==> config.mk <==
export PLATFORM = sky130hd
export DESIGN_NAME = lisa_qqspi_engine
export DESIGN_NICKNAME = d
export VERILOG_FILES = /design/src/rtl/lisa_qqspi_engine.sv
export SDC_FILE = /design/constraint.sdc
export NUM_CORES = 1
export LEC_CHECK = 0
export ABC_AREA = 1
export CORE_ASPECT_RATIO = 1.4
export CORE_MARGIN = 4
export CORE_UTILIZATION = 45
export CTS_CLUSTER_DIAMETER = 30
export DETAILED_ROUTE_END_ITERATION = 7
export PLACE_DENSITY = 0.7
export SLEW_MARGIN = 5
export SYNTH_ARGS = -nofsm -noshare
export SYNTH_HDL_FRONTEND = slang
export SYNTH_SLANG_ARGS = --single-unit
export TNS_END_PERCENT = 10
==> constraint.sdc <==
create_clock -name clk -period 4.5 [get_ports clk]
set_input_delay 1.35 -clock clk [delete_from_list [all_inputs] [get_ports clk]]
set_output_delay 1.35 -clock clk [all_outputs]
set_load 0.005 [all_outputs]
==> src/rtl/lisa_qqspi_engine.sv <==
// lisa_qqspi_engine
// QPI (4-bit) SPI master fed by the LISA QSPI arbiter. One granted request is
// serialised as command, 24-bit address, optional dummy clocks (reads only),
// then xfer_len 16-bit words, each handed over with a ready/ready_ack handshake.
// SCK runs at clk/2. A nibble is launched while sclk is low, and read data is
// captured on the clk edge where sclk falls.
module lisa_qqspi_engine #(
    parameter int unsigned CHIP_SELECTS   = 2,
    parameter int unsigned DUMMY_CYCLES   = 6,
    parameter int unsigned CS_HOLD        = 2,
    parameter logic [7:0]  CMD_QUAD_READ  = 8'hEB,
    parameter logic [7:0]  CMD_QUAD_WRITE = 8'h38
) (
    input  logic                    clk,
    input  logic                    rst,
    input  logic [23:0]             addr,
    output logic [15:0]             rdata,
    input  logic [15:0]             wdata,
    input  logic [1:0]              wstrb,
    output logic                    ready,
    input  logic                    ready_ack,
    output logic                    xfer_done,
    input  logic                    valid,
    input  logic [3:0]              xfer_len,
    input  logic [CHIP_SELECTS-1:0] ce_ctrl,
    input  logic                    custom_spi_cmd,
    input  logic [7:0]              cmd_quad_write,
    output logic                    sclk,
    output logic [CHIP_SELECTS-1:0] ce_n,
    output logic [3:0]              sio_out,
    output logic [3:0]              sio_oe,
    input  logic [3:0]              sio_in
);

    typedef enum logic [2:0] {
        S_IDLE,
        S_CMD,
        S_ADDR,
        S_DUMMY,
        S_DATA,
        S_WAIT_ACK,
        S_CS_WAIT,
        S_DONE
    } state_t;

    // Counter values on the last SCK (or clk, for CS_WAIT) of each phase.
    // A zero CS_HOLD still spends one clk in CS_WAIT.
    localparam logic [7:0] CMD_LAST   = 8'd1;
    localparam logic [7:0] ADDR_LAST  = 8'd5;
    localparam logic [7:0] DATA_LAST  = 8'd3;
    localparam logic [7:0] DUMMY_LAST = (DUMMY_CYCLES > 0) ? 8'(DUMMY_CYCLES - 1) : 8'd0;
    localparam logic [7:0] HOLD_LAST  = (CS_HOLD > 0) ? 8'(CS_HOLD - 1) : 8'd0;

    state_t      state;
    logic [7:0]  cnt;         // SCKs (or clks) completed in the current phase
    logic [4:0]  words_left;  // 1..16 words still to hand over
    logic        is_write;
    logic [27:0] hdr_sh;      // low command nibble + address, next nibble at [27:24]
    logic [15:0] wr_sh;       // write word, nibble on the pins at [15:12]
    logic [7:0]  start_cmd;

    // Command chosen for a request presented in IDLE.
    assign start_cmd = (|wstrb) ? (custom_spi_cmd ? cmd_quad_write : CMD_QUAD_WRITE)
                                : CMD_QUAD_READ;

    // Transfer sequencer: one registered FSM owns every pad and handshake output.
    always_ff @(posedge clk or posedge rst) begin
        // NOTE: every register is reset here (there is no memory array), so an
        // abort in any state leaves the pins idle and never emits xfer_done.
        if (rst) begin
            state      <= S_IDLE;
            cnt        <= '0;
            words_left <= '0;
            is_write   <= 1'b0;
            hdr_sh     <= '0;
            wr_sh      <= '0;
            sclk       <= 1'b0;
            ce_n       <= '1;
            sio_out    <= '0;
            sio_oe     <= '0;
            ready      <= 1'b0;
            xfer_done  <= 1'b0;
            rdata      <= '0;
        end else begin
            case (state)
                S_IDLE: begin
                    xfer_done <= 1'b0;
                    if (valid) begin
                        is_write   <= |wstrb;
                        words_left <= (xfer_len == 4'd0) ? 5'd16 : {1'b0, xfer_len};
                        hdr_sh     <= {start_cmd[3:0], addr};
                        wr_sh      <= wdata;
                        sio_out    <= start_cmd[7:4];
                        sio_oe     <= 4'hF;
                        ce_n       <= ~ce_ctrl;
                        cnt        <= '0;
                        state      <= S_CMD;
                    end
                end

                S_CMD, S_ADDR: begin
                    if (!sclk) begin
                        sclk <= 1'b1;
                    end else begin
                        sclk    <= 1'b0;
                        hdr_sh  <= {hdr_sh[23:0], 4'h0};
                        sio_out <= hdr_sh[27:24];
                        cnt     <= cnt + 8'd1;
                        if (state == S_CMD && cnt == CMD_LAST) begin
                            cnt   <= '0;
                            state <= S_ADDR;
                        end else if (state == S_ADDR && cnt == ADDR_LAST) begin
                            // NOTE: with non-blocking assignments the last one in
                            // the block wins, so these override the shift above.
                            cnt <= '0;
                            if (is_write) begin
                                sio_out <= wr_sh[15:12];
                                state   <= S_DATA;
                            end else begin
                                sio_out <= '0;
                                sio_oe  <= '0;
                                state   <= (DUMMY_CYCLES == 0) ? S_DATA : S_DUMMY;
                            end
                        end
                    end
                end

                S_DUMMY: begin
                    if (!sclk) begin
                        sclk <= 1'b1;
                    end else begin
                        sclk <= 1'b0;
                        cnt  <= cnt + 8'd1;
                        if (cnt == DUMMY_LAST) begin
                            cnt   <= '0;
                            state <= S_DATA;
                        end
                    end
                end

                S_DATA: begin
                    if (!sclk) begin
                        sclk <= 1'b1;
                    end else begin
                        sclk <= 1'b0;
                        cnt  <= cnt + 8'd1;
                        if (is_write) begin
                            wr_sh   <= {wr_sh[11:0], 4'h0};
                            sio_out <= wr_sh[11:8];
                        end else begin
                            rdata <= {rdata[11:0], sio_in};
                        end
                        if (cnt == DATA_LAST) begin
                            cnt   <= '0;
                            ready <= 1'b1;
                            state <= S_WAIT_ACK;
                        end
                    end
                end

                // SCK is stretched low here until the client takes or supplies the word.
                S_WAIT_ACK: begin
                    if (ready_ack) begin
                        ready      <= 1'b0;
                        words_left <= words_left - 5'd1;
                        if (words_left == 5'd1) begin
                            ce_n    <= '1;
                            sio_oe  <= '0;
                            sio_out <= '0;
                            state   <= S_CS_WAIT;
                        end else begin
                            if (is_write) begin
                                wr_sh   <= wdata;
                                sio_out <= wdata[15:12];
                            end
                            state <= S_DATA;
                        end
                    end
                end

                S_CS_WAIT: begin
                    cnt <= cnt + 8'd1;
                    if (cnt == HOLD_LAST) begin
                        cnt       <= '0;
                        xfer_done <= 1'b1;
                        state     <= S_DONE;
                    end
                end

                S_DONE: begin
                    xfer_done <= 1'b0;
                    state     <= S_IDLE;
                end

                default: state <= S_IDLE;
            endcase
        end
    end

endmodule

# Word level (Yosys, flattened, before mapping)
# Cells that the tools add are included.
# word_totals
in_bits	65
register_bits	90
output_inout_bits	29
# classes
add_sub_neg	2
n_eq_ne	28
n_mux	69
bitwise	2
n_reduce_logical	28
# ops
operator	n
$mux 16	6
$mux 8	11
$mux 4	17
$mux 28	2
$pmux 28 s2	1
$pmux 16 s3	1
$pmux 8 s5	1
$mux 3	11
$ne 2x2->1 const B	15
$pmux 3 s7	1
$pmux 4 s4	1
$mux 5	3
$reduce_and 7->1	2
$eq 3x3->1 const B	4
$pmux 4 s3	1
$pmux 5 s2	1
$reduce_and 3->1	3
$reduce_and 9->1	1
$add 8x1->8 const B	1
$eq 8x1->1 const B	1
$eq 8x2->1 const B	1
$eq 8x3->1 const B	1
$mux 2	4
$reduce_and 4->1	2
22 further kinds	37

# Logic depth before layout (Yosys ltp)
# logic_depth
word_depth	6
depth_mapped	12

# Worst setup path after synthesis
# No wires, ideal clock.
# synth_timing
path_kind	input port to flip-flop
startpoint	input valid
endpoint	register sio_out[1]
required_time_ps	4383
n_path_buf	0
setup_ps	117
slack_ps	2197
arrival_time_ps	2186
cell_stages	7
path_cell_list	inv_1 > nand3_1 > nand3_2 > nor3_2 > inv_1 > nand2_1 > nand2_1
# synth_between
elab_chain_len	2
# synth_lines
item	line	source
start, declared	23	input logic valid,
$ne 2x2->1 (no source line)	-	
$reduce_and 7->1 (no source line)	-	
end signal, assigned	93	sio_out <= start_cmd[7:4];
end signal, assigned	107	sio_out <= hdr_sh[27:24];
end signal, assigned	117	sio_out <= wr_sh[15:12];
end, declared	30	output logic [3:0] sio_out,
# Every way passes these cells.
# A chain may end at the register's enable or synchronous reset.

# Worst setup path in the final report
# layout_timing
startpoint	register state[2]
endpoint	register hdr_sh[4]
# layout_between
elab_chain_len	4
elab_cells_between_ends	9
# layout_lines
item	line	source
start, declared	54	state_t state;
start signal, assigned	122	state <= (DUMMY_CYCLES == 0) ? S_DATA : S_DUMMY;
$eq 3x1->1 / $eq 3x2->1 (equally long branches)	85	case (state)
$reduce_or 2->1	85	
$ne 2x2->1 (no source line) / $reduce_bool 2->1 (equally long branches)	-	
$reduce_and 3->1 (no source line)	-	
end signal, assigned	91	hdr_sh <= {start_cmd[3:0], addr};
end signal, assigned	106	hdr_sh <= {hdr_sh[23:0], 4'h0};
end, declared	58	logic [27:0] hdr_sh;
# Parallel ways exist; a longest one is shown, timed or not.

==> results.py <==
metrics = {
    "outcome": {
        "status": "finished clean",
    },
    "clocking": {
        "insertion_delay_ns": 0.34,
        "cts_inserted_buffers": 9,
        "cts_hold_buf": 0,
        "cts.sinks": 87,
        "clock_path_buffers": 2,
        "h-tree-depth": 3,
        "root_buffer": "clkbuf_16",
        "cts_tree": "built",
        "cts_resized": 0,
        "cts_setup_buffers": 0,
        "clk_pin_slew_ns": 0.06,
    },
    "pwr": {
        "internal_power_mw": 2.54,
        "p_sw_mw": 1.72,
        "ir_drop_mv": 0.335,
        "p_per_area_mw_per_mm2": 722,
        "p_comb_share_pct": 46.2,
        "pwr-share-clk_pct": 21.6,
        "seqPwrFrac_pct": 32.2,
        "switching_share_pct": 40.4,
        "leakagePower_nw": 2.79,
    },
    "final_layout": {
        "seqCellArea_mm2": 0.00218,
        "finalNetCount": 743,
        "antenna_cells_inserted": 0,
        "fillerInstances": 958,
        "area_growth_pct": 29.8,
        "drive_gt1_share_pct": 5.01,
        "multi_input_area_mm2": 0.00194,
        "fin_cells": 813,
    },
    "sta": {
        "setup_viol": 0,
        "grt_setup_unrepaired": "no",
        "drv_slew": 0,
        "slew_headroom_pct": 27.5,
        "worst_pin_slew_ns": 1.08,
        "clock_skew_ns": 0.00662,
        "min_period_ns": 3.00,
        "tns_ns": 0,
        "final-hold-violation-count": 0,
        "period_share_pct": 66.7,
        "max_freq_ghz": 0.333,
    },
    "worst_setup_path": {
        "reg2reg_from": "state[2]",
        "ff2ff_setup_slack_ns": 1.50,
        "cp_max_fo": 54,
        "critPathArrivalTime_ns": 3.24,
        "path_class": "register to register",
        "startpoint_type": "register",
        "required_ns": 4.74,
        "worst_setup_path_end_kind": "register",
        "timing.rr.end": "hdr_sh[4]",
        "reg2regPathDepth": 7,
    },
    "drt": {
        "wl_um": 10700,
        "vias": 4121,
        "drc_errors": 0,
        "firstDrtPassIters": 5,
        "drtAntennaViolNets": 0,
        "avgViaCountPerCell": 5.07,
        "wire_per_inst_um": 13.1,
        "dr.first_iter.drc_count": 186,
    },
    "synth": {
        "synth_async_sr_flop_share_pct": 100,
        "ys_ff_latch": 87,
        "synth_top_cells_by_area": "dfrtp_1, nand2_1, o21ai_0",
        "synth_nets": 663,
        "yosys_warnings": 0,
        "yosysSeqAreaShare_pct": 47.9,
        "synth_top_area_share_pct": 46.8,
        "synth.avg_cell_area_um2": 7.65,
        "synth_edf_count": 0,
        "synth_top_cell_by_area": "dfrtp_1",
        "synth_cell_types": 33,
        "yosysMostFrequentCell": "nand2_1",
        "yosys-top-cells-count": "nand2_1, dfrtp_1, o21ai_0",
        "syn_area_mm2": 0.00455,
        "syn_inst": 594,
        "ys.flop_type": "dfrtp_1",
    },
    "run": {
        "cap_violations": 0,
    },
    "global_routing": {
        "overflow": 0,
        "grt_pass1_vias": 3878,
        "grt_pass1_wl_um": 17700,
        "grt_max_degree": 55,
        "antenna_found_initial": 0,
        "grt_usage_pct": 18.7,
    },
    "floorplan": {
        "die_y_um": 127,
        "io_pins": 94,
        "initial_core_util_pct": 45.9,
        "dieArea_mm2": 0.0118,
        "rows": 43,
        "die_w_um": 92.9,
        "core_area_mm2": 0.00990,
    },
    "worst_hold_path": {
        "min_path_cells": 2,
        "hold_end": "rdata[14]",
        "worstHoldStart": "rdata[14]",
        "hold_path.class": "register to register",
    },
    "placement": {
        "dp_hpwl_um": 7710,
        "io_buffers": 93,
        "place.gp.congestion": 0.854,
        "place_inst": 798,
    },
}
## metal layers
| metal | share of wire, % | GRT usage [%] | vias to the layer above |
|---|---|---|---|
| met5 | 0 | 0 | - |
| met4 | 2.4 | 8.97 | 0 |
| met3 | 4.8 | 3.20 | 19 |
| met2 | 49 | 30.6 | 102 |
| met1 | 44 | 23.8 | 1916 |
| li1 | - | - | 2084 |
## power groups by stage
stage / combinational, mW / sequential (mW) / clock (mW)
6_report: 1.97 / 1.37 / 0.921
4_1_cts: 1.99 / 1.37 / 0.936
2_1_floorplan: 1.45 / 1.32 / 0
5_1_grt: 2.26 / 1.42 / 0.973
3_5_place_dp: 1.98 / 1.38 / 0
3_3_place_gp: 1.92 / 1.37 / 0
## worst max-delay path by stage
stage                        start          to  slack (ns)  cells past startpoint
after detailed placement     valid   hdr_sh[5]        1.30                      7
after CTS                 state[2]   hdr_sh[5]        1.55                      7
after global routing      state[2]  hdr_sh[17]        1.22                      7
after global placement       valid  hdr_sh[17]        1.32                      7
after floorplan                rst      cnt[0]        0.90                      1
final                     state[2]   hdr_sh[4]        1.50                      7
## cell type report
cell class	count	area share [%]
clock buffers	10	4.05
clock inverters	5	2.18
inverters	79	5.05
multi-input cells	402	32.9
flip-flops and latches	87	36.9
well taps	135	2.86
repair buffers	95	16.0
## cell families (layout without fill, tap and decap cells)
logic type	count (synthesis)	count (layout)	synth area share, %
AOI/OAI and AO/OA	136	136	16.8
and+or+nand+nor	257	257	23.8
xor gates and xnor gates	5	5	0.963
buffers and inverters	105	189	9.33
adders and majority gates	4	4	1.10
DFF	87	87	47.9
## state kept, by name, summed over array words and instances, names as in the netlist, 2 cells and up
signal / cells
hdr_sh: 28
rdata: 16
wr_sh: 16
cnt: 8
words_left: 5
sio_out: 4
state: 3
ce_n: 2
## critical path: stages, from the launching register on
cell and delay [ns]:
dfrtp_1 0.50, inv_1 0.21, nand2_2 0.16, nor2_8 0.53
inv_2 0.22, o21ai_4 0.89, o211ai_1 0.18, o21ai_0 0.17
## cells in the final DEF, fill, tap and decap left out, drive strengths merged, types with 2 or more instances in the layout
master	instances
a21oi	19
a22oi	2
a31oi	7
buf	2
bufinv	4
clkbuf	10
clkdlybuf4s50	93
dfrtp	85
dfstp	2
ha	4
inv	79
nand2	160
nand3	30
nand4	9
nor2	50
nor3	7
o211ai	17
o21ai	88
xor2	5
## metrics by stage
step	total power, mW	setup slack, ns	utilization, %	hold WS [ns]	cell area (µm²)
2_1_floorplan	2.77	0.903	-	0.466	4550
3_3_place_gp	3.30	1.32	55.9	0.467	5530
4_1_cts	4.30	1.55	59.6	0.488	5900
3_5_place_dp	3.36	1.30	55.9	0.472	5530
5_1_grt	4.65	1.22	59.6	0.511	5900
6_report	4.26	1.50	59.6	0.481	5900
(Power assumes the default switching activity.)
